**src/rtl/operand_loader_if.sv**
```systemverilog
// Operand loader bus: byte-stream input side and frame-presentation output side.
//
// Handshake semantics (both directions): a transfer happens on a rising clock
// edge where valid and ready are both 1. A producer holding valid=1 keeps its
// payload stable and never drops valid until that transfer. Ready may be
// asserted independently of valid.
//   input side : in_valid/in_ready carry one byte (in_data, in_last).
//   output side: out_valid/out_ready carry one whole frame (mat_a, mat_b).
// dbg_state mirrors the loader's state register for checkers (0 = filling,
// nothing held).
interface operand_loader_if #(
  parameter int A_LEN = 15,
  parameter int B_LEN = 16
);
  logic signed [7:0] in_data;
  logic              in_valid;
  logic              in_last;
  logic              in_ready;
  logic signed [7:0] mat_a [A_LEN];
  logic signed [7:0] mat_b [B_LEN];
  logic              out_valid;
  logic              out_ready;
  logic              frame_err;
  logic [1:0]        dbg_state;

  modport master (
    output in_data, in_valid, in_last, out_ready,
    input  in_ready, mat_a, mat_b, out_valid, frame_err, dbg_state
  );

  modport slave (
    input  in_data, in_valid, in_last, out_ready,
    output in_ready, mat_a, mat_b, out_valid, frame_err, dbg_state
  );
endinterface

```
**src/rtl/operand_loader.sv**
```systemverilog
// Operand loader: collects a frame of A_LEN+B_LEN signed bytes from a byte
// stream and presents it as two parallel operand vectors (mat_a, mat_b).
// Malformed frames (in_last early or missing) raise a one-cycle frame_err and
// are discarded.
//
// Build option: define OPERAND_LOADER_DBUF_EN for two ping-pong register
// banks, so a new frame can be filled while the previous one is held.
// Without it a single bank is used and input stalls while a frame is held.
module operand_loader #(
  parameter int A_LEN = 15,
  parameter int B_LEN = 16
) (
  input logic             clk,
  input logic             rst,
  operand_loader_if.slave bus
);
  localparam int N     = A_LEN + B_LEN;
  localparam int PTR_W = (N > 1) ? $clog2(N) : 1;
  localparam logic [PTR_W-1:0] PTR_LAST = PTR_W'(N - 1);

  logic [PTR_W-1:0] ptr_q;
  logic             frame_err_q;
  logic             fill_ok;     // registered-state-only in_ready
  logic             present_ok;  // registered-state-only out_valid
  logic             accept;
  logic             at_last;
  logic             frame_done;
  logic             frame_bad;
  logic             handshake;

  assign accept     = bus.in_valid & fill_ok;
  assign at_last    = (ptr_q == PTR_LAST);
  assign frame_done = accept & at_last & bus.in_last;
  assign frame_bad  = accept & (at_last ^ bus.in_last);
  assign handshake  = present_ok & bus.out_ready;

  assign bus.in_ready  = fill_ok;
  assign bus.out_valid = present_ok;
  assign bus.frame_err = frame_err_q;

  // Write pointer: restarts at 0 after any frame boundary, good or bad.
  always_ff @(posedge clk or posedge rst) begin
    if (rst) begin
      ptr_q <= '0;
    end else if (accept) begin
      ptr_q <= (at_last | bus.in_last) ? '0 : ptr_q + 1'b1;
    end
  end

  // Error pulse for exactly the cycle after a malformed boundary is accepted.
  always_ff @(posedge clk or posedge rst) begin
    if (rst) begin
      frame_err_q <= 1'b0;
    end else begin
      frame_err_q <= frame_bad;
    end
  end

`ifdef OPERAND_LOADER_DBUF_EN

  // FILL: no bank held. HOLD: one bank presented, other filling.
  // FULL: both banks hold complete frames, input stalled.
  typedef enum logic [1:0] {
    FILL = 2'd0,
    HOLD = 2'd1,
    FULL = 2'd2
  } state_t;

  state_t            state_q, state_d;
  logic              wr_q;  // bank being filled
  logic              rd_q;  // bank being presented (oldest complete frame)
  logic signed [7:0] bank0_q [N];
  logic signed [7:0] bank1_q [N];

  assign fill_ok       = (state_q != FULL);
  assign present_ok    = (state_q != FILL);
  assign bus.dbg_state = state_q;

  // State register plus bank selectors; selectors flip on completion/handshake.
  always_ff @(posedge clk or posedge rst) begin
    if (rst) begin
      state_q <= FILL;
      wr_q    <= 1'b0;
      rd_q    <= 1'b0;
    end else begin
      state_q <= state_d;
      if (frame_done) wr_q <= ~wr_q;
      if (handshake)  rd_q <= ~rd_q;
    end
  end

  // Occupancy: a completed frame adds one held bank, a handshake frees one.
  always_comb begin
    state_d = state_q;
    case (state_q)
      FILL: begin
        if (frame_done) state_d = HOLD;
      end
      HOLD: begin
        if (frame_done && !handshake)      state_d = FULL;
        else if (!frame_done && handshake) state_d = FILL;
      end
      FULL: begin
        if (handshake) state_d = HOLD;
      end
      default: state_d = FILL;
    endcase
  end

  // Accepted bytes land verbatim in the bank currently being filled.
  always_ff @(posedge clk or posedge rst) begin
    if (rst) begin
      for (int k = 0; k < N; k++) begin
        bank0_q[k] <= '0;
        bank1_q[k] <= '0;
      end
    end else if (accept) begin
      if (wr_q) bank1_q[ptr_q] <= bus.in_data;
      else      bank0_q[ptr_q] <= bus.in_data;
    end
  end

  // Present the read bank split into its two operand vectors.
  always_comb begin
    for (int i = 0; i < A_LEN; i++) begin
      bus.mat_a[i] = rd_q ? bank1_q[i] : bank0_q[i];
    end
    for (int j = 0; j < B_LEN; j++) begin
      bus.mat_b[j] = rd_q ? bank1_q[A_LEN+j] : bank0_q[A_LEN+j];
    end
  end

`else

  // FILL: accepting bytes. HOLD: complete frame presented, input stalled.
  typedef enum logic [1:0] {
    FILL = 2'd0,
    HOLD = 2'd1
  } state_t;

  state_t            state_q, state_d;
  logic signed [7:0] bank_q [N];

  assign fill_ok       = (state_q == FILL);
  assign present_ok    = (state_q == HOLD);
  assign bus.dbg_state = state_q;

  // State register.
  always_ff @(posedge clk or posedge rst) begin
    if (rst) begin
      state_q <= FILL;
    end else begin
      state_q <= state_d;
    end
  end

  // Enter HOLD on a good frame; return to FILL once the consumer takes it.
  always_comb begin
    state_d = state_q;
    case (state_q)
      FILL: begin
        if (frame_done) state_d = HOLD;
      end
      HOLD: begin
        if (handshake) state_d = FILL;
      end
      default: state_d = FILL;
    endcase
  end

  // Accepted bytes land verbatim at the write pointer; untouched slots keep
  // their previous contents.
  always_ff @(posedge clk or posedge rst) begin
    if (rst) begin
      for (int k = 0; k < N; k++) begin
        bank_q[k] <= '0;
      end
    end else if (accept) begin
      bank_q[ptr_q] <= bus.in_data;
    end
  end

  // Present the bank split into its two operand vectors.
  always_comb begin
    for (int i = 0; i < A_LEN; i++) begin
      bus.mat_a[i] = bank_q[i];
    end
    for (int j = 0; j < B_LEN; j++) begin
      bus.mat_b[j] = bank_q[A_LEN+j];
    end
  end

`endif

endmodule

```
**src/flat_wrapper.sv**
```systemverilog
// flat-port wrapper written by rule: the top's interface ports become plain ports
module operand_loader_flat 
#(
  parameter int A_LEN = 15,
  parameter int B_LEN = 16
)
  (clk, rst, bus_in_data, bus_in_valid, bus_in_last, bus_out_ready, bus_in_ready, bus_mat_a, bus_mat_b, bus_out_valid, bus_frame_err, bus_dbg_state);
  operand_loader_if #(.A_LEN(A_LEN), .B_LEN(B_LEN)) bus_i ();
  input logic clk;
  input logic rst;
  input wire logic [$bits(bus_i.in_data)-1:0] bus_in_data;
  input wire logic [$bits(bus_i.in_valid)-1:0] bus_in_valid;
  input wire logic [$bits(bus_i.in_last)-1:0] bus_in_last;
  input wire logic [$bits(bus_i.out_ready)-1:0] bus_out_ready;
  output wire logic [$bits(bus_i.in_ready)-1:0] bus_in_ready;
  output wire logic [$bits(bus_i.mat_a)-1:0] bus_mat_a;
  output wire logic [$bits(bus_i.mat_b)-1:0] bus_mat_b;
  output wire logic [$bits(bus_i.out_valid)-1:0] bus_out_valid;
  output wire logic [$bits(bus_i.frame_err)-1:0] bus_frame_err;
  output wire logic [$bits(bus_i.dbg_state)-1:0] bus_dbg_state;
  assign bus_i.in_data = bus_in_data;
  assign bus_i.in_valid = bus_in_valid;
  assign bus_i.in_last = bus_in_last;
  assign bus_i.out_ready = bus_out_ready;
  assign bus_in_ready = bus_i.in_ready;
  assign bus_mat_a = {>>{bus_i.mat_a}};
  assign bus_mat_b = {>>{bus_i.mat_b}};
  assign bus_out_valid = bus_i.out_valid;
  assign bus_frame_err = bus_i.frame_err;
  assign bus_dbg_state = bus_i.dbg_state;
  operand_loader #(.A_LEN(A_LEN), .B_LEN(B_LEN)) u_core (.clk(clk), .rst(rst), .bus(bus_i));
endmodule
```
**config.mk**
```make
export PLATFORM = sky130hd
export DESIGN_NAME = operand_loader_flat
export DESIGN_NICKNAME = d
export VERILOG_FILES = /design/src/rtl/operand_loader_if.sv /design/src/rtl/operand_loader.sv /design/src/flat_wrapper.sv
export SDC_FILE = /design/constraint.sdc
export NUM_CORES = 1
export LEC_CHECK = 0
export ABC_AREA = 1
export CORE_ASPECT_RATIO = 1.5
export CORE_UTILIZATION = 44
export DETAILED_ROUTE_END_ITERATION = 7
export GPL_TIMING_DRIVEN = 0
export PLACE_DENSITY_LB_ADDON = 0.2
export RECOVER_POWER = 100
export SLEW_MARGIN = 20
export SYNTH_ARGS = -nofsm -noshare
export SYNTH_HDL_FRONTEND = slang
export SYNTH_SLANG_ARGS = --single-unit
```
**constraint.sdc**
```tcl
create_clock -name clk -period 7.9 [get_ports clk]
set_clock_uncertainty 0.1 [all_clocks]
set_input_delay 0.79 -clock clk [delete_from_list [all_inputs] [get_ports clk]]
set_output_delay 0.79 -clock clk [all_outputs]
set_load 0.005 [all_outputs]
```
Word level (Yosys, flattened, before mapping)

Cells that the tools add are included.

Output and inout bits: 253
Input port bits: 13
Logic and storage cells: 59
Flip-flop bits (word level): 256

Order comparisons: 2
Bitwise logic cells: 8
Equal/unequal tests: 4
Multiplexer cells: 7
Reductions and logical operators: 3
Add/sub/neg operators: 1

Operator list:

| kind                | count |
|---|---|
| $bwmux 248          | 1 |
| $demux 8 s5         | 1 |
| $mux 8              | 1 |
| $ge 6x6->1 const B  | 1 |
| $lt 6x1->1 const B  | 1 |
| $not 5->6           | 1 |
| $add 5x1->5 const B | 1 |
| $and 1x1->1         | 5 |
| $eq 5x5->1 const B  | 1 |
| $mux 5              | 1 |
| $mux 2              | 2 |
| $ne 2x2->1 const B  | 2 |
| $pmux 2 s2          | 1 |
| $eq 2x1->1 const B  | 1 |
| $logic_not 2->1     | 1 |
| $reduce_and 2->1    | 1 |
| $logic_and 1x1->1   | 1 |
| $or 1x1->1          | 1 |
| $xor 1x1->1         | 1 |

Depth between registers and ports, before layout

Gate-level depths: netlist (run 1).

Depth after elaboration: 6
Mapped depth: 8
Gate-level depth less buffers: 8

Worst setup path after synthesis (run 1)

Ideal clock, no wire load.

Path kind: input-to-reg
Start: input bus_in_valid
End: register u_core.bank_q (netlist bit u_core.bus.mat_b[0])
Setup slack: 6191 ps
Arrival time: 1486 ps
Required time: 7677 ps
Stages: 6
Setup time: 123 ps
Buffers on the path: 1
Path through: inv_2 > nor2_4 > nand2_2 > clkbuf_1 > o21ai_0 > nand2_1

Word-level cells in the longest chain between the ends: 1

RTL lines:

| element                         | line                  | text |
|---|---|---|
| from (decl)                     | flat_wrapper.sv:12    | `input wire logic [$bits(bus_i.in_valid)-1:0] bus_in_valid;` |
| $and 1x1->1                     | operand_loader.sv:31  | `assign accept = bus.in_valid & fill_ok;` |
| to (signal, indexed assignment) | operand_loader.sv:179 | `bank_q[ptr_q] <= bus.in_data;` |
| to (decl)                       | operand_loader.sv:142 | `logic signed [7:0] bank_q [N];` |

Every way passes these cells.
A chain may end at the register's enable or synchronous reset.

==> results.yml, run 1 <==
outcome:
  status: "finished, violations left"
  violations: "capacitance limit, slew limit"
cells_and_area:
  final_layout_size_suffix_gt1_frac: 0.0553
  area_delta_synth_final_pct: 38.7
  layout.nets: 1301
  n_antenna_cell: 0
  n_fill_cell: 1859
pwr:
  p_leak_uw: 0.00707
  power.density_nw_per_um2: 254
  ir_drop_v: 0.000156
  total_power_uw: 3450
setup_path:
  startpoint_type: "primary input"
  cp_max_fo: 33
  crit_arrival_ns: 4.65
  worst-setup-path-type: "primary input to asynchronous set/reset pin"
  worstPathRequired_ns: 8.52
  cp-end-kind: "asynchronous set/reset pin"
  r2r_setup_slack_ns: 5.43
grt:
  grt_max_degree: 34
  grt_pass1_wl_mm: 44.4
  grt_pass1_vias: 7658
  overflow: 0
  track_usage: 0.258
  antenna_found_initial: 0
timing:
  worst_pin_slew_ns: 1.67
  hold_slack_ns: 0.372
  finalSetupTns_ns: 0
  fmax_mhz: 248
  finalHoldViolations: 0
  fin_crit_sh: 0.510
  setup_viol: 0
  rsz0062_at_grt: "false"
  maxSlewViolCount: 123
  slew_headroom: -0.115
  fin_crit_ns: 4.03
logic_synthesis:
  synth.distinct_cells: 25
  synth_compound_area_frac: 0.120
  synth_fa_ha_area_frac: 0.00641
  synth-async-reset-ratio: 1.00
  synthMuxAreaShare: 0
  synth_top_area_share: 0.654
  synth_nets: 1008
  synth-simple-area-share: 0.182
  synth_flop_cell: "dfrtp_1"
  synth_area_leaders: "dfrtp_1, nand2_1, o21ai_0"
  synth_xor_area_frac: 0
  syn_avg_cell_area_sq_um: 9.86
  synth_top_cell_by_area: "dfrtp_1"
  synth.yosys.seq_area_share: 0.654
  syn_area_sq_um: 9760
  ys_ff_latch: 255
  synth_edf_count: 0
  synth_top_family_by_area: "simple AND/OR/NAND/NOR gates"
  synth.most_common_cell: "nand2_1"
  synthTopCellsByCount: "nand2_1, dfrtp_1, o21ai_0, o21ai_1, clkbuf_1"
  yosys_warnings: 0
  synthCells: 990
route:
  vias: 7999
  ant_nets: 0
  top_layer: "met4"
  drt_iter0_drc: 529
  wl_met1_mm: 11.5
  dr.pass1.iters: 5
  wl_met3_mm: 1.85
  finalWirelength_mm: 28.7
  wl_per_cell_um: 18.2
  via_per_inst: 5.08
  drc: 0
  wl_met2_mm: 14.4
clock_network:
  cts-root-buf: "clkbuf_16"
  clockBufferDepth: 3
  cts_setup_buffers: 0
  cts_buffers: 26
  clk_pin_slew_worst_paths_ns: 0.06
  hold_buffers: 0
  cts.repair.resized: 0
  cts_sinks: 255
  htree_levels: 1
  cts_tree: "yes"
  clkLatencyLatePin_ns: 0.53
place:
  portBuffers: 256
  place.gp.congestion: 0.802
  hpwl_mm: 20.2
worst_hold_path:
  min_path_type: "flop to flop"
run:
  drv_cap: 4
die:
  die_w_um: 124
  rows: 66
  start_util: 0.449
  dieArea_sq_um: 22800
  ios: 266
  core_sq_um: 21700
  die_height_um: 184
layout by cell type (no fill, tap or decap), drive strengths merged, types with 2 or more instances in the layout:
master / count
nand2: 366
dfrtp: 255
dlygate4sd3: 254
o21ai: 235
clkbuf: 95
nor2: 23
inv: 21
nand3: 16
clkinv: 10
buf: 10
ha: 5
nand4: 3
bufinv: 3
clkdlybuf4s50: 2
final timing paths:
check / startpoint / endpoint / cells after the start
worst max-delay path: rst / u_core.bus.mat_b[112] / 7
worst min-delay path: u_core.bus.mat_a[60] / u_core.bus.mat_a[60] / 2
worst max register to register: u_core.ptr_q[0] / u_core.bus.mat_b[65] / 8
worst min register to register: u_core.bus.mat_a[60] / u_core.bus.mat_a[60] / 2
max in group clk: bus_in_valid / u_core.bus.mat_b[65] / 7
min in group asynchronous: rst / u_core.bus.mat_b[77] / 3
sequential cells by signal (all words and copies together), names as in the netlist:
register and count:
u_core.ptr_q 5, u_core.bus.mat_b 128, u_core.bus.dbg_state 1, u_core.bus.frame_err 1
u_core.bus.mat_a 120
critical path, stage by stage:
cell and delay, ns:
dlygate4sd3_1 0.57, clkinvlp_4 0.07, clkbuf_1 1.20, clkbuf_1 1.28, buf_12 0.29, buf_16 0.18, buf_12 0.21
power by group:
group	internal, uW	switching (uW)	total [uW]
Sequential	1470	86.5	1560
Combinational	293	285	579
Clock	793	515	1310
area by class of cell:
class	count	area, sq um	share of cell area
multi-input cells	651	2870	0.212
flip-flops and latches	255	6380	0.471
clock buffers	36	790	0.0583
repair buffers	265	2690	0.198
clock inverters	11	134	0.00989
plain buffers	60	245	0.0181
well taps	272	340	0.0251
inverters	24	96.3	0.00711
logic make-up after synthesis:
logic type      count (synthesis)
compound gates                235
fa+ha+maj                       5
buf+inv                        84
flops                         255
other cells                     1
simple gates                  410
metrics by stage:
| stage | utilization | cells | worst slack [ns] | cell area, sq um |
|---|---|---|---|---|
| after floorplan | - | 990 | 3.65 | 9770 |
| final | 0.624 | 1574 | 3.87 | 13500 |
| after CTS | 0.634 | 1574 | 5.29 | 13800 |
| after detailed placement | 0.592 | 1527 | 5.23 | 12900 |
| after global routing | 0.624 | 1574 | 3.31 | 13500 |
| after global placement | 0.583 | 1518 | 1.81 | 12700 |
metal layers:
metal / global-route usage / vias to the layer above
met4: 0.0988 / 0
met5: 0 / -
met3: 0.0514 / 66
met2: 0.432 / 275
met1: 0.326 / 3865
li1: - / 3793
No activity file was read; power rests on OpenSTA's default activity.
==> inputs of run 2 (changes only) <==
- clock period: 7.9 -> 3.65 ns (I/O delays scaled with it)
==> run 2 against run 1 <==
Effect of this change:
- the run still ends with capacitance limit, slew limit left
- power rose by 120%
- via count hardly changed
- global-route usage is the same
- critical path depth unchanged
- routed wire length barely moved
- hold slack got worse by 0.14 ns
- critical path type unchanged
- largest cell class unchanged
- highest routed layer unchanged
==> results.yml, run 2 (same netlist as run 1, synthesis figures left out) <==
route:
  drc: 0
  vias: 7992
  dr.pass1.iters: 5
  finalWirelength_mm: 28.7
  drt_iter0_drc: 528
  ant_nets: 0
  via_per_inst: 5.08
  wl_per_cell_um: 18.2
pwr:
  p_int_uw: 5540
  combPwrFrac: 0.168
  power.density_nw_per_um2: 550
  p_leak_uw: 0.00708
  ir_drop_v: 0.000339
  total_power_uw: 7460
  seqPwrFrac: 0.452
  p_sw_frac: 0.257
  clkPwrFrac: 0.380
  switchingPower_uw: 1920
cells_and_area:
  layout.nets: 1301
  final_common_cell: "nand2_1"
  final_layout_size_suffix_gt1_frac: 0.0561
  largest_reg_flops: 128
  final_cell_mix: "nand2_1, dfrtp_1, dlygate4sd3_1, o21ai_0, clkbuf_1"
  area_delta_synth_final_pct: 39.0
  final_area_sq_um: 13600
  n_fill_cell: 1854
  n_antenna_cell: 0
timing:
  maxSlewViolCount: 90
  rsz0062_at_grt: "false"
  fin_crit_ns: 2.56
  finalHoldViolations: 0
  finalSetupTns_ns: 0
  hold_slack_ns: 0.229
  fin_crit_sh: 0.702
  worst_pin_slew_ns: 1.67
  setup_viol: 0
  slew_headroom: -0.115
  fmax_mhz: 390
setup_path:
  worst-setup-path-type: "primary input to asynchronous set/reset pin"
  worstPathRequired_ns: 4.27
  worstRegToRegCells: 8
  critPathCapture: "u_core.bus.mat_b[112]"
  r2r_setup_slack_ns: 1.18
  rr_startpoint: "u_core.ptr_q[0]"
  cp_max_fo: 33
  startpoint: "rst"
  startpoint_type: "primary input"
  cp-end-kind: "asynchronous set/reset pin"
  crit_arrival_ns: 3.18
  regToRegEndpoint: "u_core.bus.mat_b[65]"
clock_network:
  cts_setup_buffers: 0
  cts_tree: "yes"
  htree_levels: 1
  cts_buffers: 26
  clockBufferDepth: 3
  hold_buffers: 0
  clk_pin_slew_worst_paths_ns: 0.07
  clkLatencyLatePin_ns: 0.53
  cts.repair.resized: 0
  cts_sinks: 255
  cts-root-buf: "clkbuf_16"
place:
  hpwl_mm: 20.2
  dpl_cell_area_sq_um: 12900
  place.gp.congestion: 0.802
  portBuffers: 256
grt:
  track_usage: 0.258
  grt_max_degree: 34
  overflow: 0
  grt_pass1_vias: 7658
  grt_pass1_wl_mm: 44.4
  antenna_found_initial: 0
die:
  rows: 66
  ios: 266
  core_sq_um: 21700
  die_w_um: 124
  dieArea_sq_um: 22800
  die_height_um: 184
  start_util: 0.449
run:
  drv_cap: 3
worst_hold_path:
  min_path_type: "primary input to asynchronous set/reset pin"
outcome:
  status: "finished, violations left"
  violations: "capacitance limit, slew limit"
-- run 2: changes by cell type in the layout (fill, tap and decap cells not counted), sizes merged --
cell	previous run	this run
buf	10	11
clkbuf	95	94
clkdlybuf4s50	2	3
dlygate4sd3	254	253
-- run 2: worst max-delay path, stage by stage --
cell and delay [ns]:
dlygate4sd3_1 0.54, clkinvlp_2 0.10, buf_12 0.20, clkbuf_1 1.22
buf_12 0.29, buf_16 0.18, buf_12 0.21
-- run 2: per-stage QoR --
stage                     worst slack [ns]  std cells   util
after floorplan                     -0.173        990      -
after global routing                 0.742       1574  0.625
final                                 1.09       1574  0.625
after global placement               -2.02       1518  0.583
after detailed placement              1.41       1527  0.592
after CTS                             1.46       1574  0.634
-- run 2: layout make-up --
type	instances	area, sq um	share of cell area
repair buffers	265	2700	0.199
clock buffers	36	790	0.0582
inverters	24	93.8	0.00692
plain buffers	60	245	0.0181
clock inverters	11	134	0.00987
well taps	272	340	0.0251
flip-flops and latches	255	6380	0.470
multi-input cells	651	2880	0.212
-- run 2: power groups by stage --
stage                     registers, uW  clock network (uW)  logic [uW]
final                              3370                2830        1260
after global routing               3420                2980        1390
after CTS                          3390                2880        1460
after detailed placement           3430                   0        1450
after global placement             3420                   0        1410
after floorplan                    3450                   0         437
-- run 2: worst min path at each step --
stage | startpoint | end | cells after the start
3_5_place_dp | u_core.bus.mat_a[60] | u_core.bus.mat_a[60] | 2
2_1_floorplan | bus_out_ready | u_core.bus.dbg_state[0] | 1
6_report | rst | u_core.bus.mat_b[77] | 3
5_1_grt | rst | u_core.bus.mat_b[77] | 3
3_3_place_gp | u_core.bus.mat_a[59] | u_core.bus.mat_a[59] | 2
4_1_cts | rst | u_core.bus.mat_a[59] | 3
-- run 2: per-layer routing --
layer,vias up,share of wire,global-route usage
met4,0,0.034,0.0988
li1,3791,-,-
met1,3862,0.40,0.326
met3,67,0.063,0.0514
met2,272,0.50,0.432
met5,-,0,0
==> inputs of run 3 (changes only) <==
- CORE_UTILIZATION: 44 -> 45
- clock period: 3.65 -> 2.4 ns (I/O delays scaled with it)
==> run 3 against run 2 <==
Effect of this change:
- the flow now finishes without violations
- power is 47% higher
- die area fell by 2.2%
- first-iteration DRC count is 22% lower
- combinational power grew 53%
- sequential power is 53% higher
==> results.yml, run 3 (same netlist as run 1, synthesis figures left out) <==
die:
  die_w_um: 122
  core_sq_um: 21100
  start_util: 0.462
  die_height_um: 182
  dieArea_sq_um: 22300
  rows: 65
  ios: 266
setup_path:
  r2r_setup_slack_ns: 0.36
  slowest_delay_ns: 0.42
  worstRegToRegCells: 6
  cp_max_fo: 10
  worst-path-buf-inv: 2
  rr_startpoint: "u_core.ptr_q[0]"
  crit_path_cell_trace: "ha_1 -> nand3_1 -> inv_1 -> nand2_1 -> clkbuf_1 -> o21ai_0"
  cp_slowest_cell: "dfrtp_1"
  crit_arrival_ns: 2.29
  cp-end-kind: "flop"
  worstPathRequired_ns: 2.65
  crit_family: "buffers and inverters"
  startpoint_type: "flop"
  regToRegEndpoint: "u_core.bus.mat_a[29]"
  worst-setup-path-type: "flop to flop"
pwr:
  power.density_nw_per_um2: 810
  total_power_uw: 11000
  clkPwrFrac: 0.354
  p_sw_frac: 0.260
  seqPwrFrac: 0.470
  ir_drop_v: 0.000590
  switchingPower_uw: 2850
  p_int_uw: 8100
  p_leak_uw: 0.00707
  combPwrFrac: 0.176
place:
  placedCellCount: 1523
  hpwl_mm: 20.5
  portBuffers: 256
  dp_slack_ns: 0.259
  place.gp.congestion: 0.795
route:
  wl_per_cell_um: 18.5
  dr.pass1.iters: 5
  finalWirelength_mm: 28.9
  vias: 8014
  drt_iter0_drc: 413
  drc: 0
  via_per_inst: 5.12
  ant_nets: 0
cells_and_area:
  n_antenna_cell: 0
  layout.nets: 1300
  n_fill_cell: 1797
  finalNonFillerCells: 1566
  final_common_cell: "nand2_1"
  final_cell_mix: "nand2_1, dfrtp_1, dlygate4sd3_1, o21ai_0, clkbuf_1"
  multi_input_area_sq_um: 2930
  seq_area_sq_um: 6380
  area_delta_synth_final_pct: 38.6
  largest_reg_flops: 128
  final_layout_size_suffix_gt1_frac: 0.0578
outcome:
  status: "finished, final reports clean"
timing:
  fin_crit_sh: 0.850
  fmax_mhz: 490
  setup_viol: 0
  finalHoldViolations: 0
  hold_slack_ns: 0.146
  rsz0062_at_grt: "false"
  maxSlewViolCount: 0
  fin_crit_ns: 2.04
  slew_headroom: 0.474
  finalSetupTns_ns: 0
  worst_pin_slew_ns: 0.789
  postLayoutSetupSlackWorst_ns: 0.360
grt:
  overflow: 0
  track_usage: 0.265
  grt_pass1_wl_mm: 45.0
  grt_max_degree: 35
  grt_pass1_vias: 7956
  antenna_found_initial: 0
worst_hold_path:
  min_path_type: "primary input to flop"
  hold_depth: 3
  holdPathEnd: "u_core.bus.mat_b[39]"
  holdCritStartpoint: "bus_in_data[7]"
clock_network:
  cts_buffers: 24
  cts_tree: "yes"
  htree_levels: 1
  clockBufferDepth: 3
  cts-root-buf: "clkbuf_16"
  clkLatencyLatePin_ns: 0.50
  clk_pin_slew_worst_paths_ns: 0.06
  cts_sinks: 255
run:
  drv_cap: 0
-- run 3: what timing repair did --
item                      in CTS  in global routing
resized for setup              0                  0
hold buffers                   1                  0
setup buffers                  0                  0
hold endpoints to repair       2                  0
-- run 3: metal layers --
| metal | GRT usage | up-vias | wire length, um | share of wire |
|---|---|---|---|---|
| met2 | 0.452 | 275 | 14600 | 0.51 |
| met3 | 0.0500 | 69 | 1760 | 0.061 |
| li1 | - | 3790 | - | - |
| met4 | 0.111 | 0 | 1240 | 0.043 |
| met1 | 0.325 | 3880 | 11300 | 0.39 |
| met5 | 0 | - | 0 | 0 |
-- run 3: cell type report --
class,count,share of cell area
Clock inverter,5,0.00388
Multi-Input combinational cell,651,0.217
Sequential cell,255,0.472
Tap cell,268,0.0248
Inverter,24,0.00694
Timing Repair Buffer,266,0.201
Clock buffer,37,0.0562
Buffer,60,0.0183
-- run 3: power groups by stage --
stage	logic [uW]	clock network (uW)	registers, uW
floorplan	664	0	5250
global placement	2120	0	5220
detailed placement	2200	0	5230
CTS	2210	3950	5170
global route	2130	4100	5200
finish	1930	3880	5140
-- run 3: metrics by stage --
stage / instance area [sq um] / utilization
3_3_place_gp: 12700 / 0.599
2_1_floorplan: 9770 / -
5_1_grt: 13500 / 0.640
3_5_place_dp: 12900 / 0.608
6_report: 13500 / 0.640
4_1_cts: 13700 / 0.647
-- run 3: worst max path at each step --
stage	start	to	slack (ns)	cells after the start
after floorplan	rst	u_core.bus.dbg_state[0]	-1.30	1
after global placement	rst	u_core.bus.mat_a[8]	-3.16	2
after detailed placement	bus_in_valid	u_core.bus.mat_b[37]	0.26	7
after CTS	u_core.bus.dbg_state[0]	bus_in_ready	0.40	2
after global routing	rst	u_core.bus.mat_b[104]	0.20	6
final	u_core.ptr_q[0]	u_core.bus.mat_a[29]	0.36	6
-- run 3: worst register-to-register path, cell delays in order (launching register included) --
cell,delay [ns]
dfrtp_1,0.42
ha_1,0.27
nand3_1,0.22
inv_1,0.16
nand2_1,0.25
clkbuf_1,0.34
o21ai_0,0.13
